--- src/rtl/inert_spi_resp.sv ---
// Responder end of the 16-bit inertial SPI link (mode 3): config registers, sample bytes, INT.
// Optional build macro ODR_TIMER_EN replaces dat_vld with an internal sample-rate timer.
module inert_spi_resp #(
   parameter logic [7:0]  WHO_AM_I   = 8'h6A,
   parameter logic [15:0] ODR_CYCLES = 16'd50000
) (
   input  logic        clk,
   input  logic        rst,
   input  logic        SS_n,
   input  logic        SCLK,
   input  logic        MOSI,
   output logic        MISO,
   output logic        INT,
   input  logic [15:0] ptch_rt_in,
   input  logic [15:0] az_in,
   input  logic        dat_vld,
   output logic        frm_done,
   output logic        frm_err
);

   typedef enum logic [1:0] {ST_IDLE, ST_CMD, ST_DATA, ST_WAIT} state_t;

   state_t      r_state;
   logic        r_ss_s1, r_ss_s2, r_ss_h;
   logic        r_sck_s1, r_sck_s2, r_sck_h;
   logic        r_mosi_s1, r_mosi_s2;
   logic [4:0]  r_bit_cnt;
   logic [7:0]  r_cmd, r_dat, r_tx;
   logic        r_done, r_err, r_int;
   logic [7:0]  r_int1, r_ctrl1, r_ctrl2, r_ctrl4;
   logic [15:0] r_pt, r_az, r_pend_pt, r_pend_az;
   logic        r_pend, r_drdy;

   logic        w_ss_fall, w_ss_rise, w_sck_rise, w_sck_fall;
   logic        w_vld, w_xfer, w_rd_clr;
   logic [7:0]  w_rd_data;

   // Double-flop synchronizers plus history flops for edge detection
   always_ff @(posedge clk or posedge rst) begin
      if (rst) begin
         r_ss_s1   <= 1'b1;
         r_ss_s2   <= 1'b1;
         r_ss_h    <= 1'b1;
         r_sck_s1  <= 1'b1;
         r_sck_s2  <= 1'b1;
         r_sck_h   <= 1'b1;
         r_mosi_s1 <= 1'b0;
         r_mosi_s2 <= 1'b0;
      end else begin
         r_ss_s1   <= SS_n;
         r_ss_s2   <= r_ss_s1;
         r_ss_h    <= r_ss_s2;
         r_sck_s1  <= SCLK;
         r_sck_s2  <= r_sck_s1;
         r_sck_h   <= r_sck_s2;
         r_mosi_s1 <= MOSI;
         r_mosi_s2 <= r_mosi_s1;
      end
   end

   assign w_ss_fall  = r_ss_h & ~r_ss_s2;
   assign w_ss_rise  = ~r_ss_h & r_ss_s2;
   assign w_sck_rise = ~r_sck_h & r_sck_s2;
   assign w_sck_fall = r_sck_h & ~r_sck_s2;

   assign w_rd_clr = w_ss_rise & (r_bit_cnt == 5'd16) & r_cmd[7] & (r_cmd[6:0] == 7'h2D);
   assign w_xfer   = r_pend & r_ss_s2;

   // Register read mux addressed by the command byte
   always_comb begin
      w_rd_data = 8'h00;
      case (r_cmd[6:0])
         7'h0D:   w_rd_data = r_int1;
         7'h0F:   w_rd_data = WHO_AM_I;
         7'h10:   w_rd_data = r_ctrl1;
         7'h11:   w_rd_data = r_ctrl2;
         7'h14:   w_rd_data = r_ctrl4;
         7'h22:   w_rd_data = r_pt[7:0];
         7'h23:   w_rd_data = r_pt[15:8];
         7'h2C:   w_rd_data = r_az[7:0];
         7'h2D:   w_rd_data = r_az[15:8];
         default: w_rd_data = 8'h00;
      endcase
   end

   // Frame FSM: shift in cmd/data, drive MISO, commit writes when SS_n rises
   always_ff @(posedge clk or posedge rst) begin
      if (rst) begin
         r_state   <= ST_IDLE;
         r_bit_cnt <= 5'd0;
         r_cmd     <= 8'h00;
         r_dat     <= 8'h00;
         r_tx      <= 8'h00;
         r_done    <= 1'b0;
         r_err     <= 1'b0;
         r_int1    <= 8'h00;
         r_ctrl1   <= 8'h00;
         r_ctrl2   <= 8'h00;
         r_ctrl4   <= 8'h00;
      end else begin
         r_done <= 1'b0;
         r_err  <= 1'b0;
         if (w_ss_rise) begin
            r_state <= ST_IDLE;
            r_tx    <= 8'h00;
            if (r_bit_cnt == 5'd16) begin
               r_done <= 1'b1;
               if (!r_cmd[7]) begin
                  case (r_cmd[6:0])
                     7'h0D:   r_int1  <= r_dat;
                     7'h10:   r_ctrl1 <= r_dat;
                     7'h11:   r_ctrl2 <= r_dat;
                     7'h14:   r_ctrl4 <= r_dat;
                     default: ;
                  endcase
               end
            end else begin
               r_err <= 1'b1;
            end
         end else begin
            case (r_state)
               ST_IDLE: begin
                  r_tx <= 8'h00;
                  if (w_ss_fall) begin
                     r_state   <= ST_CMD;
                     r_bit_cnt <= 5'd0;
                  end
               end
               ST_CMD: begin
                  if (w_sck_rise) begin
                     r_cmd     <= {r_cmd[6:0], r_mosi_s2};
                     r_bit_cnt <= r_bit_cnt + 5'd1;
                     if (r_bit_cnt == 5'd7) r_state <= ST_DATA;
                  end
               end
               ST_DATA: begin
                  if (w_sck_rise) begin
                     r_dat     <= {r_dat[6:0], r_mosi_s2};
                     r_bit_cnt <= r_bit_cnt + 5'd1;
                     if (r_bit_cnt == 5'd15) r_state <= ST_WAIT;
                  end
                  // First fall after the cmd byte loads read data for the same frame
                  if (w_sck_fall) begin
                     r_tx <= (r_bit_cnt == 5'd8) ? w_rd_data : {r_tx[6:0], 1'b0};
                  end
               end
               ST_WAIT: begin
                  if (w_sck_fall) r_tx <= {r_tx[6:0], 1'b0};
               end
               default: r_state <= ST_IDLE;
            endcase
         end
      end
   end

`ifdef ODR_TIMER_EN
   logic [15:0] r_odr_cnt;

   assign w_vld = (r_ctrl1 != 8'h00) && (r_odr_cnt == ODR_CYCLES - 16'd1);

   // Sample-rate timer, held in reset while the accelerometer is powered down
   always_ff @(posedge clk or posedge rst) begin
      if (rst) begin
         r_odr_cnt <= 16'd0;
      end else if ((r_ctrl1 == 8'h00) || w_vld) begin
         r_odr_cnt <= 16'd0;
      end else begin
         r_odr_cnt <= r_odr_cnt + 16'd1;
      end
   end
`else
   // A zero sample period is meaningless; the term folds to a constant 1
   assign w_vld = dat_vld & (ODR_CYCLES != 16'd0);
`endif

   // Sample path: pending buffer, transfer only while deselected, drdy and INT
   always_ff @(posedge clk or posedge rst) begin
      if (rst) begin
         r_pend    <= 1'b0;
         r_pend_pt <= 16'h0000;
         r_pend_az <= 16'h0000;
         r_pt      <= 16'h0000;
         r_az      <= 16'h0000;
         r_drdy    <= 1'b0;
         r_int     <= 1'b0;
      end else begin
         if (w_vld) begin
            r_pend_pt <= ptch_rt_in;
            r_pend_az <= az_in;
            r_pend    <= 1'b1;
         end else if (w_xfer) begin
            r_pend <= 1'b0;
         end
         if (w_xfer) begin
            r_pt   <= r_pend_pt;
            r_az   <= r_pend_az;
            r_drdy <= 1'b1;
         end else if (w_rd_clr) begin
            r_drdy <= 1'b0;
         end
         r_int <= r_drdy & r_int1[1];
      end
   end

   assign MISO     = r_tx[7];
   assign INT      = r_int;
   assign frm_done = r_done;
   assign frm_err  = r_err;

endmodule

--- config.mk ---
export PLATFORM = sky130hd
export DESIGN_NAME = inert_spi_resp
export DESIGN_NICKNAME = d
export VERILOG_FILES = /design/src/rtl/inert_spi_resp.sv
export SDC_FILE = /design/constraint.sdc
export NUM_CORES = 1
export LEC_CHECK = 0
export CORE_UTILIZATION = 59
export CTS_CLUSTER_SIZE = 20
export DETAILED_ROUTE_END_ITERATION = 7
export GPL_ROUTABILITY_DRIVEN = 0
export PLACE_DENSITY = 0.77
export SLEW_MARGIN = 10
export SYNTH_ARGS = -nofsm -noshare
export SYNTH_HDL_FRONTEND = slang
export SYNTH_SLANG_ARGS = --single-unit
--- constraint.sdc ---
create_clock -name clk -period 6.5 [get_ports clk]
set_clock_uncertainty 0.1 [all_clocks]
set_input_delay 1.3 -clock clk [delete_from_list [all_inputs] [get_ports clk]]
set_output_delay 1.3 -clock clk [all_outputs]
set_load 0.02 [all_outputs]
==> impl_metrics.py, run 1 <==
metrics = {
    "global_routing": {
        "first_global_vias": 4008,
        "grt_pass1_wl_um": 20400,
        "antenna_found_initial": 0,
        "overflow": 0,
        "grt_max_degree": 85,
        "grt_usage": 0.246,
    },
    "yosys": {
        "synth_ff_type": "dfrtp_1",
        "synthArstFlopShare": 1.00,
        "netlist_top_cells_count": "134 x dfrtp_1, 107 x mux2_2, 21 x nand2_1",
        "synth_top_area_frac": 0.535,
        "synthDistinctLibCells": 60,
        "synth_top_area_cell": "dfrtp_1",
        "syn_area_um2": 6270,
        "synth.avg_cell_area_um2": 13.4,
        "yosys_warnings": 0,
        "synth_edf_count": 0,
        "ys_top_cells_by_area": "dfrtp_1 54%, mux2_2 19%, mux2i_1 2.9%, dfstp_2 2.5%, ha_1 2.0%",
        "synth.most_common_cell": "dfrtp_1",
        "syn_nets": 517,
        "ys_seq_elements": 140,
        "yosysSeqAreaShare": 0.560,
        "synthCells": 469,
    },
    "power_and_ir_drop": {
        "fin_total_pwr_mw": 2.48,
        "p_per_area_nw_per_um2": 338,
        "peakVddDrop_mv": 0.216,
        "p_leak_nw": 3.19,
    },
    "cts": {
        "clockBufferDepth": 2,
        "postCtsSetupBuffers": 0,
        "cts_hold_buffers": 0,
        "cts-resized-gates": 0,
        "cts-root-buf": "clkbuf_8",
        "clk_pin_slew_ns": 0.06,
        "cts-htree-levels": 4,
        "clkSinkCount": 140,
        "cts_tree": "built",
        "cts_made_buffers": 17,
        "insertion_delay_ns": 0.52,
    },
    "setup_path": {
        "crit_buf_inv": 1,
        "reg2reg_depth": 7,
        "path_cells": "clkdlybuf4s50_1",
        "crit_fanout": 2,
        "cp_slowest_cell": "clkdlybuf4s50_1",
        "required_ns": 5.10,
        "cpPeakStageDelay_ns": 0.61,
        "path_class": "flop to output port",
        "timing.reg2reg.setup_slack_ns": 3.67,
        "cp.depth": 1,
        "crit_path_start_kind": "flop",
        "r2r-start": "r_state[0]",
        "cp.arrival_ns": 1.49,
        "cp_top_family": "buffers and inverters",
        "reg2reg_to": "r_tx[3]",
        "end_kind": "output port",
    },
    "timing": {
        "setup_slack_ns": 3.61,
        "setup_tns_ns": 0,
        "post-route-period-util": 0.445,
        "setup_violations": 0,
        "slew_headroom": 0.275,
        "slew_viol_final": 0,
        "tightestPinTransition_ns": 1.09,
        "fin_crit_ns": 2.89,
        "hold_viol_final": 0,
        "rsz0062_at_grt": "no",
        "fmax_ghz": 0.346,
    },
    "die": {
        "die_h_um": 105,
        "coreArea_um2": 10300,
        "start_util": 0.607,
        "die_x_um": 105,
        "io_pins": 42,
        "die_area_um2": 11000,
        "num_rows": 37,
    },
    "finish": {
        "final_cells": 657,
        "syn_to_final_growth_pct": 16.8,
        "layout-drive-gt1-share": 0.301,
        "fin_area_um2": 7320,
        "fin_nets": 557,
        "n_antenna_cell": 0,
    },
    "routing": {
        "wl_per_cell_um": 18.7,
        "dr.pass1.iters": 4,
        "avgViaCountPerCell": 5.87,
        "drt-initial-drc-count": 246,
        "drt_wl_total_um": 12300,
        "drc_errors": 0,
        "ant_nets": 0,
        "num_vias": 3859,
    },
    "place": {
        "pre_cts_ws_ns": 3.32,
        "dpl.cell_count": 626,
        "port_buffers": 41,
        "dp_hpwl_um": 8310,
        "place_area_um2": 6770,
    },
    "worst_hold_path": {
        "hp-start": "r_sck_s1",
        "min_to": "r_sck_s2",
        "hold_path.class": "flop to flop",
        "hold_depth": 0,
    },
    "job": {
        "maxCapViolCount": 0,
    },
    "run_status": {
        "outcome": "completed",
    },
}
-- registers in the layout, summed over array words and instances, names as in the netlist, 8 cells and up --
name / flops
r_tx: 8
r_az: 16
r_ctrl2: 8
r_pt: 16
r_pend_pt: 16
r_ctrl1: 8
r_ctrl4: 8
r_dat: 8
r_pend_az: 16
r_cmd: 8
r_int1: 8
-- placed cells by master, fill, tap and decap left out, drive strengths merged, types with 6 or more instances in the layout --
master	count
nor3	7
clkbuf	24
a22o	6
nor2	18
mux2i	18
mux2	115
o21ai	6
nand2	21
a2111oi	7
clkdlybuf4s50	41
dfstp	6
ha	10
o22ai	8
inv	15
nand3	7
dfrtp	134
-- metrics by stage --
stage                      util  hold slack, ns
after global routing      0.709           0.258
after CTS                 0.709           0.256
after detailed placement  0.656           0.247
after floorplan               -           0.231
final                     0.709           0.255
after global placement    0.656           0.244
-- how the worst max path moves through the flow --
stage                          start        end  slack [ns]
after floorplan                  rst        INT        1.36
after global placement           rst  r_int1[7]        3.36
after detailed placement         rst   r_dat[7]        3.32
after CTS                    r_tx[7]       MISO        3.58
after global routing      r_state[0]    r_tx[5]        3.44
final                        r_tx[7]       MISO        3.61
-- cells by family after synthesis --
logic type,after synthesis,synth area share
AOI/OAI and AO/OA,57,0.0745
xor gates and xnor gates,2,0.00280
adders and majority gates,10,0.0200
buffers and inverters,38,0.0258
DFF,140,0.560
muxes,133,0.235
and+or+nand+nor,89,0.0815
-- layer usage --
layer,global-route usage,part of all wire,up-vias
met1,0.327,0.44,1936
met2,0.381,0.48,111
met4,0.107,0.021,0
li1,-,-,1793
met3,0.0661,0.057,19
met5,0,0,-
-- layout make-up --
type	count	area, um^2
clock inverters	7	90.1
inverters	15	61.3
repair buffers	44	433
multi-input cells	291	2590
well taps	136	170
flip-flops and latches	140	3510
clock buffers	24	460
fillers	715	3000
-- report_power, final --
group	switching [mW]	leakage, nW	internal, mW	total [mW]
Sequential	0.156	1.76	0.976	1.13
Clock	0.333	0.265	0.562	0.895
Combinational	0.229	1.16	0.222	0.451
Total	0.718	3.19	1.76	2.48
No activity file was read; power rests on OpenSTA's default activity.
==> inputs of run 2 (changes only) <==
--- a/config.mk
+++ b/config.mk
@@ -5,11 +5,11 @@
 export SDC_FILE = /design/constraint.sdc
 export NUM_CORES = 1
 export LEC_CHECK = 0
-export CORE_UTILIZATION = 59
+export CORE_UTILIZATION = 53
 export CTS_CLUSTER_SIZE = 20
 export DETAILED_ROUTE_END_ITERATION = 7
 export GPL_ROUTABILITY_DRIVEN = 0
-export PLACE_DENSITY = 0.77
+export PLACE_DENSITY = 0.73
 export SLEW_MARGIN = 10
 export SYNTH_ARGS = -nofsm -noshare
 export SYNTH_HDL_FRONTEND = slang
==> constraint.sdc (replaced) <==
create_clock -name clk -period 2.4 [get_ports clk]
set_clock_uncertainty 0.1 [all_clocks]
set_input_delay 0.48 -clock clk [delete_from_list [all_inputs] [get_ports clk]]
set_output_delay 0.48 -clock clk [all_outputs]
set_load 0.02 [all_outputs]
==> run 2 against run 1 <==
Net effect:
- critical path depth increased by 4
- first-iteration DRC count is 26% lower
- clock power rose to 2.6 times the previous value
- die area rose by 11%
- worst hold slack about the same
- critical path type is now flop to flop
- highest routed layer unchanged
==> impl_metrics.py, run 2 (synthesis gave the netlist of run 1 again) <==
metrics = {
    "die": {
        "start_util": 0.547,
        "die_h_um": 111,
        "io_pins": 42,
        "die_x_um": 111,
        "die_area_um2": 12300,
        "num_rows": 39,
        "coreArea_um2": 11500,
    },
    "job": {
        "maxCapViolCount": 0,
    },
    "power_and_ir_drop": {
        "peakVddDrop_mv": 0.733,
        "p_sw_mw": 2.03,
        "power.internal_mw": 4.80,
        "clkPwrFrac": 0.345,
        "seqPwrFrac": 0.425,
        "p_leak_nw": 3.29,
        "sw_frac_of_total": 0.297,
        "p_per_area_nw_per_um2": 904,
        "pwr-share-comb": 0.230,
        "fin_total_pwr_mw": 6.83,
    },
    "global_routing": {
        "grt_pass1_wl_um": 21300,
        "first_global_vias": 4247,
        "met2_usage": 0.362,
        "grt_usage": 0.227,
        "overflow": 0,
        "antenna_found_initial": 0,
        "top_usage_layer": "met2",
        "grt_max_degree": 82,
        "grtUsageMet1": 0.280,
        "use_met3": 0.0755,
    },
    "finish": {
        "layout-drive-gt1-share": 0.341,
        "fin_area_um2": 7550,
        "layout_common_cells": "132 x dfrtp_1, 107 x mux2_2, 41 x clkdlybuf4s50_1",
        "final_cells": 685,
        "syn_to_final_growth_pct": 20.5,
        "n_antenna_cell": 0,
        "fin_nets": 577,
        "final_common_cell": "dfrtp_1",
    },
    "setup_path": {
        "crit_buf_inv": 1,
        "end_kind": "flop",
        "cp.arrival_ns": 2.53,
        "cp_slowest_cell": "or4b_4",
        "cp_top_family": "simple AND/OR/NAND/NOR gates",
        "path_cells": "or4b_4 > nor3_4 > and3_1 > buf_4 > mux2_1",
        "required_ns": 2.60,
        "reg2reg_depth": 5,
        "crit_fanout": 8,
        "cp.depth": 5,
        "cpPeakStageDelay_ns": 0.58,
        "crit_path_start_kind": "flop",
        "path_class": "flop to flop",
    },
    "routing": {
        "drc_errors": 0,
        "wl_per_cell_um": 18.6,
        "dr.pass1.iters": 4,
        "ant_nets": 0,
        "drt-initial-drc-count": 183,
        "avgViaCountPerCell": 5.77,
        "num_vias": 3954,
        "drt_wl_total_um": 12800,
    },
    "timing": {
        "fin_crit_ns": 2.33,
        "slew_viol_final": 0,
        "hold_viol_final": 0,
        "tightestPinTransition_ns": 0.605,
        "fmax_ghz": 0.429,
        "slew_headroom": 0.586,
        "setup_tns_ns": 0,
        "setup_violations": 0,
        "rsz0062_at_grt": "yes",
        "post-route-period-util": 0.972,
    },
    "cts": {
        "cts-root-buf": "clkbuf_16",
        "cts_hold_buffers": 0,
        "cts_tree": "built",
        "cts_made_buffers": 17,
        "cts-htree-levels": 4,
        "clockBufferDepth": 2,
        "clkSinkCount": 140,
        "clk_pin_slew_ns": 0.06,
        "insertion_delay_ns": 0.42,
    },
    "place": {
        "dp_hpwl_um": 8950,
        "port_buffers": 41,
        "dpl.cell_count": 651,
        "place_area_um2": 6960,
    },
    "worst_hold_path": {
        "hold_depth": 0,
        "hold_path.class": "flop to flop",
    },
    "run_status": {
        "outcome": "completed",
    },
}
[run 2: timing repair]
action / in CTS / in global routing
endpoints found under the setup margin: 10 / 20
resized for setup: 1 / 7
buffers inserted: 0 / 2
pin swaps: 0 / 2
[run 2: final timing paths]
path,start,end,slack (ns)
max,r_cmd[6],r_ctrl1[6],0.07
min,r_ss_s1,r_ss_s2,0.26
max reg2reg,r_cmd[6],r_ctrl1[6],0.07
min reg2reg,r_ss_s1,r_ss_s2,0.26
max in group asynchronous,rst,r_ctrl1[2],1.41
min in group asynchronous,rst,r_pend_az[4],0.43
[run 2: routing by layer]
metal	wire, um	vias to the layer above
met3	639	26
met1	5470	1991
met5	0	-
li1	-	1828
met2	6300	109
met4	344	0
[run 2: power groups by stage]
stage | Sequential (mW) | Combinational [mW] | Clock [mW]
floorplan | 2.84 | 1.10 | 0
global placement | 2.94 | 1.43 | 0
detailed placement | 2.95 | 1.49 | 0
CTS | 2.92 | 1.50 | 2.41
global route | 2.95 | 1.71 | 2.51
finish | 2.90 | 1.57 | 2.35
[run 2: stage by stage]
stage               setup slack, ns   util  hold slack [ns]
floorplan                    0.0758      -            0.231
finish                       0.0669  0.658            0.255
global placement             0.0468  0.607            0.243
CTS                          0.0121  0.654            0.257
global route                -0.0129  0.658            0.261
detailed placement          -0.0310  0.607            0.239
[run 2: worst reg2reg max path, stage by stage, from the launching register on]
cell and delay, ns:
dfrtp_2 0.44, or4b_4 0.58, nor3_4 0.35, and3_1 0.20, buf_4 0.17, mux2_1 0.36
[run 2: final cells by class]
type | count | area, um^2
timing repair buffer | 64 | 633
clock buffer | 20 | 437
tap | 143 | 179
sequential | 140 | 3510
fill | 894 | 3920
clock inverter | 12 | 98.8
multi-input combinational | 291 | 2630
inverter | 15 | 60.1
